### src/rtl/bp_be_prefetch_stream_engine_pkg.sv
// bp_be_prefetch_stream_engine_pkg
// Shared definitions for the multi-stream backend prefetch engine:
//   - bp_be_pf_stream_state_e : per-slot state (idle / delay / walk / send)
//   - bp_be_pf_gate_state_e   : dispatch gate state (ready / wait commit / wait miss)
//   - bp_be_decode_s          : backend decode bundle driven alongside the prefetch op
//   - PrefetchRInstr          : fixed prefetch.r encoding (OP-IMM, funct3 110, rs2 00001)
//   - PrefetchDecode          : load-like decode with prefetch set and no writeback/scoreboard
// Optional feature macro (consumed by the top): BP_BE_PREFETCH_SIGNED_STRIDE_EN.
package bp_be_prefetch_stream_engine_pkg;

    typedef enum logic [1:0] {
        StIdle,
        StDelay,
        StWalk,
        StSend
    } bp_be_pf_stream_state_e;

    typedef enum logic [1:0] {
        StReady,
        StWaitCommit,
        StWaitMiss
    } bp_be_pf_gate_state_e;

    typedef struct packed {
        logic       irf_w_v;
        logic       score_v;
        logic       pipe_mem_v;
        logic       mem_v;
        logic       dcache_r_v;
        logic       prefetch;
        logic [3:0] fu_op;
    } bp_be_decode_s;

    localparam logic [3:0] DcacheOpLd = 4'h3;

    // imm[4:0]=00001 (rs2 slot), rs1=x0, funct3=110, rd=x0, opcode=OP-IMM
    localparam logic [31:0] PrefetchRInstr = 32'h0010_6013;

    localparam bp_be_decode_s PrefetchDecode = '{
        irf_w_v    : 1'b0,
        score_v    : 1'b0,
        pipe_mem_v : 1'b1,
        mem_v      : 1'b1,
        dcache_r_v : 1'b1,
        prefetch   : 1'b1,
        fu_op      : DcacheOpLd
    };

endpackage

### src/rtl/bp_be_prefetch_stream_slot.sv
// bp_be_prefetch_stream_slot
// One strided-load stream: holds tag, address, stride, remaining count, start delay and stale
// budget, walks the address one stride per cycle and raises a request whenever the walk
// crosses into a new D$ block.
// Ports:
//   clk_i, reset_i   : clock, synchronous active-high reset
//   train_i          : load a new stream (wins over every other event this cycle)
//   train_tag_i      : load PC used as the stream tag
//   train_addr_i     : base address
//   train_stride_i   : stride, already extended to vaddr width
//   train_count_i    : number of strides to walk (nonzero)
//   commit_hit_i     : a committed instruction matched this slot's tag
//   grant_i          : this slot's prefetch was consumed by dispatch
//   idle_o           : slot is free
//   req_o            : slot holds a pending prefetch
//   tag_o, addr_o    : stream tag and current (pending while requesting) address
module bp_be_prefetch_stream_slot
    import bp_be_prefetch_stream_engine_pkg::*;
#(
    parameter int unsigned vaddr_width_p        = 39,
    parameter int unsigned loop_range_p         = 8,
    parameter int unsigned block_offset_width_p = 6,
    parameter int unsigned delay_iters_p        = 2,
    parameter int unsigned stale_limit_p        = 15
) (
    input  logic                     clk_i,
    input  logic                     reset_i,
    input  logic                     train_i,
    input  logic [vaddr_width_p-1:0] train_tag_i,
    input  logic [vaddr_width_p-1:0] train_addr_i,
    input  logic [vaddr_width_p-1:0] train_stride_i,
    input  logic [loop_range_p-1:0]  train_count_i,
    input  logic                     commit_hit_i,
    input  logic                     grant_i,
    output logic                     idle_o,
    output logic                     req_o,
    output logic [vaddr_width_p-1:0] tag_o,
    output logic [vaddr_width_p-1:0] addr_o
);

    localparam int unsigned DelayW = (delay_iters_p > 0) ? $clog2(delay_iters_p + 1) : 1;
    localparam int unsigned StaleW = (stale_limit_p > 0) ? $clog2(stale_limit_p + 1) : 1;

    bp_be_pf_stream_state_e r_state, w_state_n;

    logic [vaddr_width_p-1:0] r_tag, r_addr, r_stride;
    logic [loop_range_p-1:0]  r_count;
    logic [DelayW-1:0]        r_delay;
    logic [StaleW-1:0]        r_stale;

    logic [vaddr_width_p-1:0] w_next_addr;
    logic [loop_range_p-1:0]  w_next_count;
    logic                     w_cross;
    logic                     w_drop;

    assign w_next_addr  = r_addr + r_stride;
    assign w_next_count = r_count - loop_range_p'(1);
    assign w_cross      = w_next_addr[vaddr_width_p-1:block_offset_width_p]
                       != r_addr[vaddr_width_p-1:block_offset_width_p];
    // The matching commit that would take the budget to zero drops the prefetch.
    assign w_drop       = commit_hit_i && (r_stale <= StaleW'(1));

    always_ff @(posedge clk_i) begin
        if (reset_i) begin
            r_state <= StIdle;
        end else begin
            r_state <= w_state_n;
        end
    end

    always_comb begin
        w_state_n = r_state;
        if (train_i) begin
            w_state_n = StDelay;
        end else begin
            unique case (r_state)
                StIdle:  w_state_n = StIdle;
                StDelay: if (r_delay <= DelayW'(1)) w_state_n = StWalk;
                StWalk: begin
                    if (w_cross)                               w_state_n = StSend;
                    else if (w_next_count == '0)               w_state_n = StIdle;
                end
                // A grant and a stale drop share the same exit rule.
                StSend: begin
                    if (grant_i || w_drop) w_state_n = (r_count != '0) ? StWalk : StIdle;
                end
                default: w_state_n = StIdle;
            endcase
        end
    end

    always_comb begin
        idle_o = (r_state == StIdle);
        req_o  = (r_state == StSend);
        tag_o  = r_tag;
        addr_o = r_addr;
    end

    always_ff @(posedge clk_i) begin
        if (reset_i) begin
            r_tag    <= '0;
            r_addr   <= '0;
            r_stride <= '0;
            r_count  <= '0;
            r_delay  <= '0;
            r_stale  <= '0;
        end else if (train_i) begin
            r_tag    <= train_tag_i;
            r_addr   <= train_addr_i;
            r_stride <= train_stride_i;
            r_count  <= train_count_i;
            r_delay  <= DelayW'(delay_iters_p);
            r_stale  <= StaleW'(stale_limit_p);
        end else begin
            unique case (r_state)
                StDelay: if (r_delay != '0) r_delay <= r_delay - DelayW'(1);
                StWalk: begin
                    r_addr  <= w_next_addr;
                    r_count <= w_next_count;
                    // Each new pending prefetch gets a fresh commit budget.
                    if (w_cross) r_stale <= StaleW'(stale_limit_p);
                end
                StSend: if (commit_hit_i && r_stale != '0) r_stale <= r_stale - StaleW'(1);
                default: ;
            endcase
        end
    end

endmodule

### src/rtl/bp_be_prefetch_stream_engine.sv
// bp_be_prefetch_stream_engine
// Tracks up to streams_p strided-load streams, walks each to the next D$ block boundary and
// round-robin arbitrates ready prefetches into a single prefetch.r dispatch slot. At most one
// prefetch is outstanding: after dispatch the gate waits for its commit and for the D$ to
// leave miss processing.
// Ports:
//   clk_i, reset_i                 : clock, synchronous active-high reset
//   v_i / ready_and_o              : training handshake
//   pc_i, eff_addr_i, stride_i     : stream tag, base address, stride
//   loop_counter_i                 : strides to prefetch
//   commit_v_i, commit_pc_i        : committed instruction (drives stale drop)
//   v_o / yumi_i                   : prefetch dispatch handshake
//   instr_o, decode_o, eff_addr_o  : prefetch op, its decode and its address
//   dcache_processing_miss_i       : D$ busy with a miss
//   pfetch_commit_v_i              : outstanding prefetch reached commit
// Macro BP_BE_PREFETCH_SIGNED_STRIDE_EN: sign-extend stride (descending streams); otherwise
// the stride is zero-extended.
module bp_be_prefetch_stream_engine
    import bp_be_prefetch_stream_engine_pkg::*;
#(
    parameter int unsigned vaddr_width_p        = 39,
    parameter int unsigned dcache_block_width_p = 512,
    parameter int unsigned streams_p            = 4,
    parameter int unsigned loop_range_p         = 8,
    parameter int unsigned stride_width_p       = 12,
    parameter int unsigned delay_iters_p        = 2,
    parameter int unsigned stale_limit_p        = 15
) (
    input  logic                               clk_i,
    input  logic                               reset_i,
    input  logic                               v_i,
    output logic                               ready_and_o,
    input  logic [vaddr_width_p-1:0]           pc_i,
    input  logic [vaddr_width_p-1:0]           eff_addr_i,
    input  logic [stride_width_p-1:0]          stride_i,
    input  logic [loop_range_p-1:0]            loop_counter_i,
    input  logic                               commit_v_i,
    input  logic [vaddr_width_p-1:0]           commit_pc_i,
    output logic                               v_o,
    input  logic                               yumi_i,
    output logic [31:0]                        instr_o,
    output logic [$bits(bp_be_decode_s)-1:0]   decode_o,
    output logic [vaddr_width_p-1:0]           eff_addr_o,
    input  logic                               dcache_processing_miss_i,
    input  logic                               pfetch_commit_v_i
);

    localparam int unsigned BlockOffW = $clog2(dcache_block_width_p / 8);
    localparam int unsigned PtrW      = (streams_p > 1) ? $clog2(streams_p) : 1;

    logic [streams_p-1:0]     w_idle, w_req_raw, w_req, w_tag_hit, w_commit_hit;
    logic [streams_p-1:0]     w_alloc, w_train, w_grant;
    logic [vaddr_width_p-1:0] w_tag  [streams_p];
    logic [vaddr_width_p-1:0] w_addr [streams_p];
    logic [vaddr_width_p-1:0] w_stride_ext;
    logic                     w_alloc_found, w_any_hit, w_accept, w_any_req, w_dispatch;

    logic [PtrW-1:0]          r_rr_ptr, w_rr_sel, w_sel, r_hold_idx;
    logic [PtrW:0]            w_rr_cand;
    logic                     w_rr_found, r_hold_v;

    bp_be_pf_gate_state_e     r_gate, w_gate_n;
    logic                     w_gate_ready;

`ifdef BP_BE_PREFETCH_SIGNED_STRIDE_EN
    assign w_stride_ext = {{(vaddr_width_p - stride_width_p){stride_i[stride_width_p-1]}},
                           stride_i};
`else
    assign w_stride_ext = {{(vaddr_width_p - stride_width_p){1'b0}}, stride_i};
`endif

    // ---------------- Training / allocation ----------------
    always_comb begin
        w_alloc       = '0;
        w_alloc_found = 1'b0;
        for (int unsigned i = 0; i < streams_p; i++) begin
            w_tag_hit[i]    = ~w_idle[i] && (w_tag[i] == pc_i);
            w_commit_hit[i] = commit_v_i && ~w_idle[i] && (w_tag[i] == commit_pc_i);
            if (!w_alloc_found && w_idle[i]) begin
                w_alloc[i]    = 1'b1;
                w_alloc_found = 1'b1;
            end
        end
    end

    assign w_any_hit   = |w_tag_hit;
    assign ready_and_o = (|w_idle) | w_any_hit;
    // Zero-length or zero-stride requests are handshaken but change nothing.
    assign w_accept    = v_i && ready_and_o && (stride_i != '0) && (loop_counter_i != '0);
    assign w_train     = w_accept ? (w_any_hit ? w_tag_hit : w_alloc) : '0;

    for (genvar g = 0; g < streams_p; g++) begin : gen_slot
        bp_be_prefetch_stream_slot #(
            .vaddr_width_p        (vaddr_width_p),
            .loop_range_p         (loop_range_p),
            .block_offset_width_p (BlockOffW),
            .delay_iters_p        (delay_iters_p),
            .stale_limit_p        (stale_limit_p)
        ) u_slot (
            .clk_i          (clk_i),
            .reset_i        (reset_i),
            .train_i        (w_train[g]),
            .train_tag_i    (pc_i),
            .train_addr_i   (eff_addr_i),
            .train_stride_i (w_stride_ext),
            .train_count_i  (loop_counter_i),
            .commit_hit_i   (w_commit_hit[g]),
            .grant_i        (w_grant[g]),
            .idle_o         (w_idle[g]),
            .req_o          (w_req_raw[g]),
            .tag_o          (w_tag[g]),
            .addr_o         (w_addr[g])
        );

        assign w_grant[g] = w_dispatch && (w_sel == PtrW'(g));
    end

    // ---------------- Round-robin arbitration ----------------
    // A slot being re-trained this cycle must not be offered to dispatch.
    assign w_req     = w_req_raw & ~w_train;
    assign w_any_req = |w_req;

    always_comb begin
        w_rr_sel   = r_rr_ptr;
        w_rr_found = 1'b0;
        w_rr_cand  = '0;
        for (int unsigned i = 0; i < streams_p; i++) begin
            w_rr_cand = {1'b0, r_rr_ptr} + (PtrW + 1)'(i);
            if (w_rr_cand >= (PtrW + 1)'(streams_p)) w_rr_cand = w_rr_cand - (PtrW + 1)'(streams_p);
            if (!w_rr_found && w_req[w_rr_cand[PtrW-1:0]]) begin
                w_rr_sel   = w_rr_cand[PtrW-1:0];
                w_rr_found = 1'b1;
            end
        end
    end

    // Keep offering the same slot while dispatch stalls so eff_addr_o stays stable.
    assign w_sel      = (r_hold_v && w_req[r_hold_idx]) ? r_hold_idx : w_rr_sel;
    assign v_o        = w_gate_ready && ~dcache_processing_miss_i && w_any_req;
    assign w_dispatch = v_o && yumi_i;
    assign eff_addr_o = w_any_req ? w_addr[w_sel] : '0;
    assign instr_o    = PrefetchRInstr;
    assign decode_o   = PrefetchDecode;

    always_ff @(posedge clk_i) begin
        if (reset_i) begin
            r_rr_ptr   <= '0;
            r_hold_v   <= 1'b0;
            r_hold_idx <= '0;
        end else begin
            r_hold_v   <= v_o && ~yumi_i;
            r_hold_idx <= w_sel;
            if (w_dispatch) begin
                r_rr_ptr <= (w_sel == PtrW'(streams_p - 1)) ? '0 : w_sel + PtrW'(1);
            end
        end
    end

    // ---------------- Dispatch gate ----------------
    always_ff @(posedge clk_i) begin
        if (reset_i) begin
            r_gate <= StReady;
        end else begin
            r_gate <= w_gate_n;
        end
    end

    always_comb begin
        w_gate_n = r_gate;
        unique case (r_gate)
            StReady:      if (w_dispatch)                w_gate_n = StWaitCommit;
            StWaitCommit: if (pfetch_commit_v_i)         w_gate_n = StWaitMiss;
            StWaitMiss:   if (!dcache_processing_miss_i) w_gate_n = StReady;
            default:                                     w_gate_n = StReady;
        endcase
    end

    always_comb begin
        w_gate_ready = (r_gate == StReady);
    end

endmodule
### config.mk
export PLATFORM = sky130hd
export DESIGN_NAME = bp_be_prefetch_stream_engine
export DESIGN_NICKNAME = d
export VERILOG_FILES = /design/src/rtl/bp_be_prefetch_stream_engine_pkg.sv /design/src/rtl/bp_be_prefetch_stream_slot.sv /design/src/rtl/bp_be_prefetch_stream_engine.sv
export SDC_FILE = /design/constraint.sdc
export NUM_CORES = 2
export LEC_CHECK = 0
export CORE_MARGIN = 1
export CORE_UTILIZATION = 45
export DETAILED_ROUTE_END_ITERATION = 10
export DONT_BUFFER_PORTS = 1
export PLACE_DENSITY_LB_ADDON = 0.05
export REMOVE_ABC_BUFFERS = 1
export SYNTH_ARGS = -nofsm -noshare
export SYNTH_HDL_FRONTEND = slang
export SYNTH_SLANG_ARGS = --single-unit
### constraint.sdc
create_clock -name clk_i -period 4 [get_ports clk_i]
set_input_delay 0 -clock clk_i [delete_from_list [all_inputs] [get_ports clk_i]]
set_output_delay 0 -clock clk_i [all_outputs]
set_load 0.01 [all_outputs]
# Word-level counts from Yosys, hierarchy flattened
# Cells that the tools add are included.
dict set report op_classes {
  n_addsub 24
  n_lt_le_gt_ge 18
  eq_ne 64
  muxes 111
  bitwise 10
  reduce_logical 116
}
# operator n
set ops {}
lappend ops {{$mux 39} 11}
lappend ops {{$eq 39x39->1} 8}
lappend ops {{$add 39x12->39} 4}
lappend ops {{$ne 33x33->1} 4}
lappend ops {{$mux 2} 45}
lappend ops {{$bmux 39 s2} 1}
lappend ops {{$mux 8} 8}
lappend ops {{$mux 4} 14}
lappend ops {{$reduce_bool 8->1} 5}
lappend ops {{$reduce_and 3->1} 13}
lappend ops {{$logic_and 1x1->1} 38}
lappend ops {{$logic_not 8->1} 4}
lappend ops {{$pmux 2 s4} 4}
lappend ops {{$pmux 4 s2} 4}
lappend ops {{$reduce_bool 2->1} 16}
lappend ops {{$sub 8x1->8 const B} 4}
lappend ops {{$ne 3x2->1 const B} 8}
lappend ops {{$ne 3x3->1 const B} 8}
lappend ops {{$eq 2x2->1 const B} 11}
lappend ops {{$mux 1} 18}
lappend ops {{$le 4x1->1 const B} 4}
lappend ops {{$ne 4x2->1 const B} 4}
lappend ops {{$reduce_and 2->1} 8}
lappend ops {{$reduce_bool 4->1} 4}
lappend ops {{27 further kinds} 95}
dict set report word_totals {
  ff_bits 431
  in_bits 144
  output_inout_bits 83
}

# Longest topological paths before layout
dict set report logic_depth {
  word_depth 34
  depth_mapped 14
  mapped_depth_nobuf 13
}

# By module
# A second synthesis with hierarchy kept.
dict set report hier_totals {
  cells_unflattened 5211
  hier_area_um2 41416.0
}
# mod n_inst cells_per_inst area_per_inst_um2 seq_area_each_um2
set modules_own_cells {}
lappend modules_own_cells {bp_be_prefetch_stream_slot 4 1117 8879.8 2662.6}
lappend modules_own_cells {bp_be_prefetch_stream_engine 1 743 5896.9 140.1}

# Worst setup path before layout
# No wires, ideal clock.
dict set report synth_timing {
  kind {register to register}
  from {register gen_slot[3].u_slot.r_addr[0]}
  to {register gen_slot[3].u_slot.r_addr[38]}
  setup_time_ns 0.091
  arrival_ns 3.073
  required_time_ns 3.909
  slack_ns 0.836
  path_stages_with_launch 13
  n_path_buf 0
  synth_period_minus_slack_ns 3.164
  cell_sequence {dfxtp_1 -> ha_1 -> inv_1 -> fa_1 -> nor2b_1 -> o31a_1 -> o21a_1 -> a31oi_1 -> o21ai_1 -> nand4_1 -> or3_1 -> or3_1 -> a311oi_1}
}
dict set report synth_between {
  elab_chain_cells 3
}
# item line
set synth_lines {}
lappend synth_lines {{start, declared} bp_be_prefetch_stream_slot.sv:46} ;# logic [vaddr_width_p-1:0] r_tag, r_addr, r_stride;
lappend synth_lines {{start signal, assigned} bp_be_prefetch_stream_slot.sv:109} ;# r_addr <= train_addr_i;
lappend synth_lines {{start signal, assigned} bp_be_prefetch_stream_slot.sv:118} ;# r_addr <= w_next_addr;
lappend synth_lines {{$add 39x12->39} bp_be_prefetch_stream_slot.sv:56} ;# assign w_next_addr = r_addr + r_stride;
lappend synth_lines {{$mux 39} bp_be_prefetch_stream_slot.sv:115} ;# unique case (r_state)
lappend synth_lines {{$mux 39} bp_be_prefetch_stream_slot.sv:107} ;# end else if (train_i) begin
# No other way between the ends. The select of a mux whose other input is x is not followed.
# A chain may end at the register's enable or synchronous reset.

# Worst setup path in the final report
dict set report layout_timing {
  from {register gen_slot[0].u_slot.r_tag[35]}
  to {output eff_addr_o[1]}
}
dict set report layout_between {
  elab_chain_cells 28
  word_cells_on_any_way 42
  classes_between {eq/ne (1); mux (24); bitwise (4); reduce/logical (13)}
}
# item line
set layout_lines {}
lappend layout_lines {{start, declared} bp_be_prefetch_stream_slot.sv:46}
lappend layout_lines {{start signal, assigned} bp_be_prefetch_stream_slot.sv:108} ;# r_tag <= train_tag_i;
lappend layout_lines {{$eq 39x39->1 *} bp_be_prefetch_stream_engine.sv:77} ;# w_tag_hit[i] = ~w_idle[i] && (w_tag[i] == pc_i);
lappend layout_lines {{$logic_and 1x1->1 *} bp_be_prefetch_stream_engine.sv:77}
lappend layout_lines {{$reduce_or 4->1} bp_be_prefetch_stream_engine.sv:86} ;# assign w_any_hit = |w_tag_hit;
lappend layout_lines {{$or 1x1->1} bp_be_prefetch_stream_engine.sv:87} ;# assign ready_and_o = (|w_idle) | w_any_hit;
lappend layout_lines {{$logic_and 1x1->1 (3 in series)} bp_be_prefetch_stream_engine.sv:89} ;# assign w_accept = v_i && ready_and_o && (stride_i != '0) && (loop_counter_i != '0);
lappend layout_lines {{$mux 4 *} bp_be_prefetch_stream_engine.sv:90} ;# assign w_train = w_accept ? (w_any_hit ? w_tag_hit : w_alloc) : '0;
lappend layout_lines {{$not 4->4 *} bp_be_prefetch_stream_engine.sv:120} ;# assign w_req = w_req_raw & ~w_train;
lappend layout_lines {{$and 4x4->4 *} bp_be_prefetch_stream_engine.sv:120}
lappend layout_lines {{(+9 left out)} n/a}
lappend layout_lines {{$logic_not 1->1} bp_be_prefetch_stream_engine.sv:130} ;# if (!w_rr_found && w_req[w_rr_cand[PtrW-1:0]]) begin
lappend layout_lines {{$logic_and 1x1->1} bp_be_prefetch_stream_engine.sv:130}
lappend layout_lines {{$mux 2} bp_be_prefetch_stream_engine.sv:130}
lappend layout_lines {{$mux 2} bp_be_prefetch_stream_engine.sv:138} ;# assign w_sel = (r_hold_v && w_req[r_hold_idx]) ? r_hold_idx : w_rr_sel;
lappend layout_lines {{$not 2->3 (implied by the code)} bp_be_prefetch_stream_engine.sv:141} ;# assign eff_addr_o = w_any_req ? w_addr[w_sel] : '0;
lappend layout_lines {{$bmux 39 s2} bp_be_prefetch_stream_engine.sv:141}
lappend layout_lines {{$mux 39 (implied by the code) (2 in series)} bp_be_prefetch_stream_engine.sv:141}
lappend layout_lines {{$mux 39 *} bp_be_prefetch_stream_engine.sv:141}
lappend layout_lines {{end, declared} bp_be_prefetch_stream_engine.sv:43} ;# output logic [vaddr_width_p-1:0] eff_addr_o,
# Every way passes the cells marked *; elsewhere a longest branch is shown, timed or not. The select of a mux whose other input is x is not followed.

==> Implementation_results.wiki <==
{| class="wikitable"
! Metric !! Value
|-
| Result of the run || complete, no violations
|-
| R2r setup slk || between 0.1 and 0.15 ns
|-
| Mapped Area || about 27,000 µm²
|-
| Maximum number of pins on one net before global-route repair || ~240
|-
| DRC violations left || 0
|-
| WHS Endpoint || gen_slot[2].u_slot.tag_o[15]$_SDFFE_PP0P_
|-
| Least-Margin Pin Slew || 1.22 ns
|-
| Peak clock frequency supported by timing || roughly 250 MHz
|-
| Detailed-routed wire length on met3 || 7540 µm
|-
| Die W || 248 µm
|-
| Global Route Usage Sum || 0.325
|-
| Hold Vio Cnt, Final || 0
|-
| Required time at the worst-slack endpoint || 4.00 ns
|-
| Setup total negative slack || 0 ns
|-
| Clock transition at the registers of the reported paths || 0.06 ns
|-
| P_leak || around 13 nW
|-
| Routed length per placed instance || 23.3 µm
|-
| Post-synth EDFFs || 0
|-
| Hold wc startpoint || reset_i
|-
| Placement Rows || 89
|-
| Final weighted congestion of routability-driven global placement || ~0.92
|-
| Y dimension of the die || ~250 µm
|-
| Core area || 59,500 µm²
|-
| Final core area utilization || 0.561
|-
| Final cell count without fillers || approximately 4.5k
|-
| Count of clock tree sinks || 431
|-
| Met2 Wirelength || roughly 48,000 µm
|-
| Number of global-route vias before repair || 24.8k
|-
| Setup repair after global routing missed its margin || yes
|-
| Relative slew margins || 0.187
|-
| Pwr/cell area || 376 nW/µm²
|-
| Cell types occupying the most area after synthesis || sky130_fd_sc_hd__dfxtp_1 (32%), sky130_fd_sc_hd__xnor2_1 (8.3%), sky130_fd_sc_hd__xor2_1 (7.2%), sky130_fd_sc_hd__nand2_1 (6.5%), sky130_fd_sc_hd__nor2_1 (5.5%)
|-
| Number of port buffers || 0
|-
| Most instantiated flip-flop cell in the synthesis netlist || sky130_fd_sc_hd__dfxtp_1
|-
| Worst R2R Start || gen_slot[1].u_slot.tag_o[15]$_SDFFE_PP0P_
|-
| Routed wire length || 104,000 µm
|-
| Cell count after synthesis || 3,426
|-
| Synth-to-Final Area Change || 22.5%
|-
| Number of buffers between clock root and the deepest sink || 3
|-
| Antenna violations before repair || 6
|-
| Max Fanout on Critical Path || 19
|-
| Part of the Yosys area used for sequential elements || 0.316
|-
| Yosys top cell area share || 0.316
|-
| Distinct cell type count of the synthesized netlist || 83
|-
| Maximum capacitance violations || 0
|-
| Met1 wire length || 44,500 µm
|-
| Gr ovfl total || 0
|-
| Flop and latch count out of synthesis || 431
|-
| Post-DP HPWL || approximately 67,000 µm
|-
| Area of the die || ~62,000 µm²
|-
| DRT iter0 DRCs || 2,291
|-
| Top Layer Used || met5
|-
| Start-to-end type of the worst setup path || reg2out
|-
| Clk root buf || sky130_fd_sc_hd__clkbuf_16
|-
| Global-route wire length before repair || 153,000 µm
|-
| Cts bufs inserted || 52
|-
| Clock tree from TritonCTS || done
|-
| Number of iterations in the first detailed-routing pass || 5
|-
| Worst-case reg-to-reg path depth || 13
|-
| Async S/R FF share, synth || 0
|-
| Period minus WS final || 3.94 ns
|-
| Maximum VDD drop || 298 µV
|-
| Post-placement worst setup slack || -0.125 ns
|-
| Worst clock skew on the final layout || 0.0161 ns
|-
| Placed insts || approximately 4.0k
|-
| Worst setup SP type || register
|-
| Endpoint kind of the worst setup timing path || primary output
|-
| Warnings, synthesis || 0
|-
| Total design power || 0.0126 W
|-
| # IOs || between 200 and 250
|-
| Type of the worst min-delay path || in2reg
|-
| Clock Latency Late Sink || just over 0.6 ns
|-
| Detailed-route vias per instance || 5.82
|-
| Via count || between 20k and 30k
|-
| Critical register-to-register path endpoint || gen_slot[0].u_slot.addr_o[28]$_SDFFE_PP0P_
|-
| Post-Syn Area per Cell || 7.96 µm²
|-
| Instance count along the most critical hold path || 2
|-
| Layout cells sized above 1 || 0.0936
|-
| Share of the clock period used by the worst path after layout || 0.984
|-
| Count of nets after finishing || 3,861
|-
| Count of H-tree levels built during CTS || 2
|-
| Synth area leader || sky130_fd_sc_hd__dfxtp_1
|-
| Final worst slack || roughly 0.063 ns
|-
| Number of max-slew violations in the final report || 0
|-
| Data arrival at the endpoint of the critical path || 3.94 ns
|-
| Antenna Nets Post-Route || 0
|-
| Starting density of the core || 0.459
|-
| Final Setup Violations || 0
|}
## cell usage after synthesis, types with 8 or more instances
cell	number
sky130_fd_sc_hd__nand2_1	469
sky130_fd_sc_hd__dfxtp_1	431
sky130_fd_sc_hd__nor2_1	401
sky130_fd_sc_hd__xnor2_1	257
sky130_fd_sc_hd__a21oi_1	239
sky130_fd_sc_hd__xor2_1	223
sky130_fd_sc_hd__clkbuf_1	181
sky130_fd_sc_hd__a211oi_1	164
sky130_fd_sc_hd__mux2i_1	92
sky130_fd_sc_hd__nand4_1	77
sky130_fd_sc_hd__ha_1	68
sky130_fd_sc_hd__o21ai_0	63
sky130_fd_sc_hd__inv_1	62
sky130_fd_sc_hd__nor3_1	59
sky130_fd_sc_hd__nand3_1	57
sky130_fd_sc_hd__nor4_1	57
sky130_fd_sc_hd__buf_4	44
sky130_fd_sc_hd__buf_2	40
sky130_fd_sc_hd__a211oi_2	34
sky130_fd_sc_hd__and3_1	32
sky130_fd_sc_hd__a311oi_1	28
sky130_fd_sc_hd__mux2_2	27
sky130_fd_sc_hd__nor2b_1	21
sky130_fd_sc_hd__a21o_1	20
sky130_fd_sc_hd__nand2b_1	20
sky130_fd_sc_hd__or3_1	19
sky130_fd_sc_hd__and2_1	18
sky130_fd_sc_hd__o211ai_1	17
sky130_fd_sc_hd__a31oi_1	12
sky130_fd_sc_hd__or2_2	12
sky130_fd_sc_hd__o21a_1	11
sky130_fd_sc_hd__nand3b_1	10
sky130_fd_sc_hd__o31ai_1	10
sky130_fd_sc_hd__and4_1	9
sky130_fd_sc_hd__buf_1	9
sky130_fd_sc_hd__mux2_1	8
## per-stage QoR
stage	hold WS, ns	instance area (µm²)
global route	0.0123	33400
finish	0.0220	33400
CTS	0.000310	32900
floorplan	0.0691	26100
global placement	0.0818	27900
detailed placement	0.0812	27900
## worst max-delay path by stage
| stage | start | end |
|---|---|---|
| floorplan | gen_slot[1].u_slot.tag_o[4]$_SDFFE_PP0P_ | gen_slot[0].u_slot.addr_o[28]$_SDFFE_PP0P_ |
| global placement | gen_slot[0].u_slot.tag_o[16]$_SDFFE_PP0P_ | gen_slot[2].u_slot.r_state[1]$_SDFFE_PP0P_ |
| detailed placement | gen_slot[0].u_slot.tag_o[16]$_SDFFE_PP0P_ | gen_slot[2].u_slot.r_state[1]$_SDFFE_PP0P_ |
| CTS | gen_slot[0].u_slot.tag_o[16]$_SDFFE_PP0P_ | eff_addr_o[16] |
| global route | gen_slot[0].u_slot.tag_o[35]$_SDFFE_PP0P_ | eff_addr_o[26] |
| finish | gen_slot[0].u_slot.tag_o[35]$_SDFFE_PP0P_ | eff_addr_o[1] |
## routing by layer
metal | global-route usage | vias to the layer above
met1 | 0.431 | 12600
met5 | 0 | -
met2 | 0.518 | 956
li1 | - | 12300
met3 | 0.0571 | 225
met4 | 0.135 | 2
## cells by family after synthesis
kind of cell               synth area share
and+or+nand+nor                       0.215
other                              0.000275
xor gates and xnor gates              0.160
buffers and inverters                0.0579
adders and majority gates            0.0341
AOI/OAI and AO/OA                     0.168
DFF                                   0.316
muxes                                0.0482
## power breakdown
| group | internal, W | switching, W | leakage (nW) |
|---|---|---|---|
| Clock | 0.00285 | 0.00203 | 0.858 |
| Sequential | 0.00461 | 0.000337 | 3.51 |
| Combinational | 0.00118 | 0.00155 | 8.63 |
| Total | 0.00864 | 0.00391 | 13.0 |
## registers in the layout, indices dropped and copies added (netlist names)
register,flops
gen_slot.u_slot.r_delay,8
gen_slot.u_slot.tag_o,156
gen_slot.u_slot.addr_o,156
gen_slot.u_slot.r_count,32
r_rr_ptr,2
gen_slot.u_slot.r_state,8
r_gate,2
r_hold_idx,2
r_hold_v,1
gen_slot.u_slot.r_stride,48
gen_slot.u_slot.r_stale,16
## timing repair
action	in CTS	in global routing
cloned	1	7
endpoints found under the hold margin	431	0
setup buffers	3	19
endpoints found under the setup margin	46	48
resized for setup	23	48
pin swaps	5	13
hold buffers	298	0
## cells in the final DEF (no fill, tap or decap), types with 12 or more instances in the layout
cell type,count
sky130_fd_sc_hd__dfxtp_2,13
sky130_fd_sc_hd__a311oi_1,28
sky130_fd_sc_hd__and2_1,18
sky130_fd_sc_hd__or2_2,12
sky130_fd_sc_hd__nor2b_1,18
sky130_fd_sc_hd__nor4_1,42
sky130_fd_sc_hd__xor2_1,222
sky130_fd_sc_hd__and3_1,31
sky130_fd_sc_hd__mux2_2,26
sky130_fd_sc_hd__o21ai_0,62
sky130_fd_sc_hd__clkbuf_8,16
sky130_fd_sc_hd__ha_1,68
sky130_fd_sc_hd__a21o_1,20
sky130_fd_sc_hd__nor3_1,58
sky130_fd_sc_hd__a211oi_2,39
sky130_fd_sc_hd__nor2_1,397
sky130_fd_sc_hd__nand3_1,57
sky130_fd_sc_hd__nand2b_1,20
sky130_fd_sc_hd__or3_1,19
sky130_fd_sc_hd__mux2i_1,92
sky130_fd_sc_hd__conb_1,42
sky130_fd_sc_hd__buf_12,18
sky130_fd_sc_hd__nand4_1,77
sky130_fd_sc_hd__o211ai_1,17
sky130_fd_sc_hd__buf_4,78
sky130_fd_sc_hd__nand2_1,467
sky130_fd_sc_hd__dlygate4sd3_1,297
sky130_fd_sc_hd__clkbuf_16,59
sky130_fd_sc_hd__inv_1,62
sky130_fd_sc_hd__dfxtp_1,418
sky130_fd_sc_hd__a21oi_1,239
sky130_fd_sc_hd__xnor2_1,253
sky130_fd_sc_hd__a211oi_1,158
## critical path, stage by stage, from the launching register on
cell and delay [ns]:
sky130_fd_sc_hd__dfxtp_1 0.34, sky130_fd_sc_hd__xor2_1 0.19, sky130_fd_sc_hd__nor4_4 0.46, sky130_fd_sc_hd__nand4_1 0.22, sky130_fd_sc_hd__nor4_4 0.32, sky130_fd_sc_hd__buf_6 0.17, sky130_fd_sc_hd__a21oi_2 0.07, sky130_fd_sc_hd__buf_4 0.17
sky130_fd_sc_hd__a221oi_2 0.25, sky130_fd_sc_hd__o21a_1 0.21, sky130_fd_sc_hd__o22ai_4 0.16, sky130_fd_sc_hd__buf_12 0.19, sky130_fd_sc_hd__buf_16 0.18, sky130_fd_sc_hd__a211oi_2 0.20, sky130_fd_sc_hd__buf_4 0.15
## layout make-up
class                   instances  area [µm²]
clock inverters                15         135
inverters                      64         240
repair buffers                405        4200
diodes                          8        20.0
clock buffers                  80        1590
well taps                     773         967
multi-input cells            2691       17600
flip-flops and latches        431        8640
fillers                      5553       26100
Note: power is estimated with default switching activity, not from simulation.
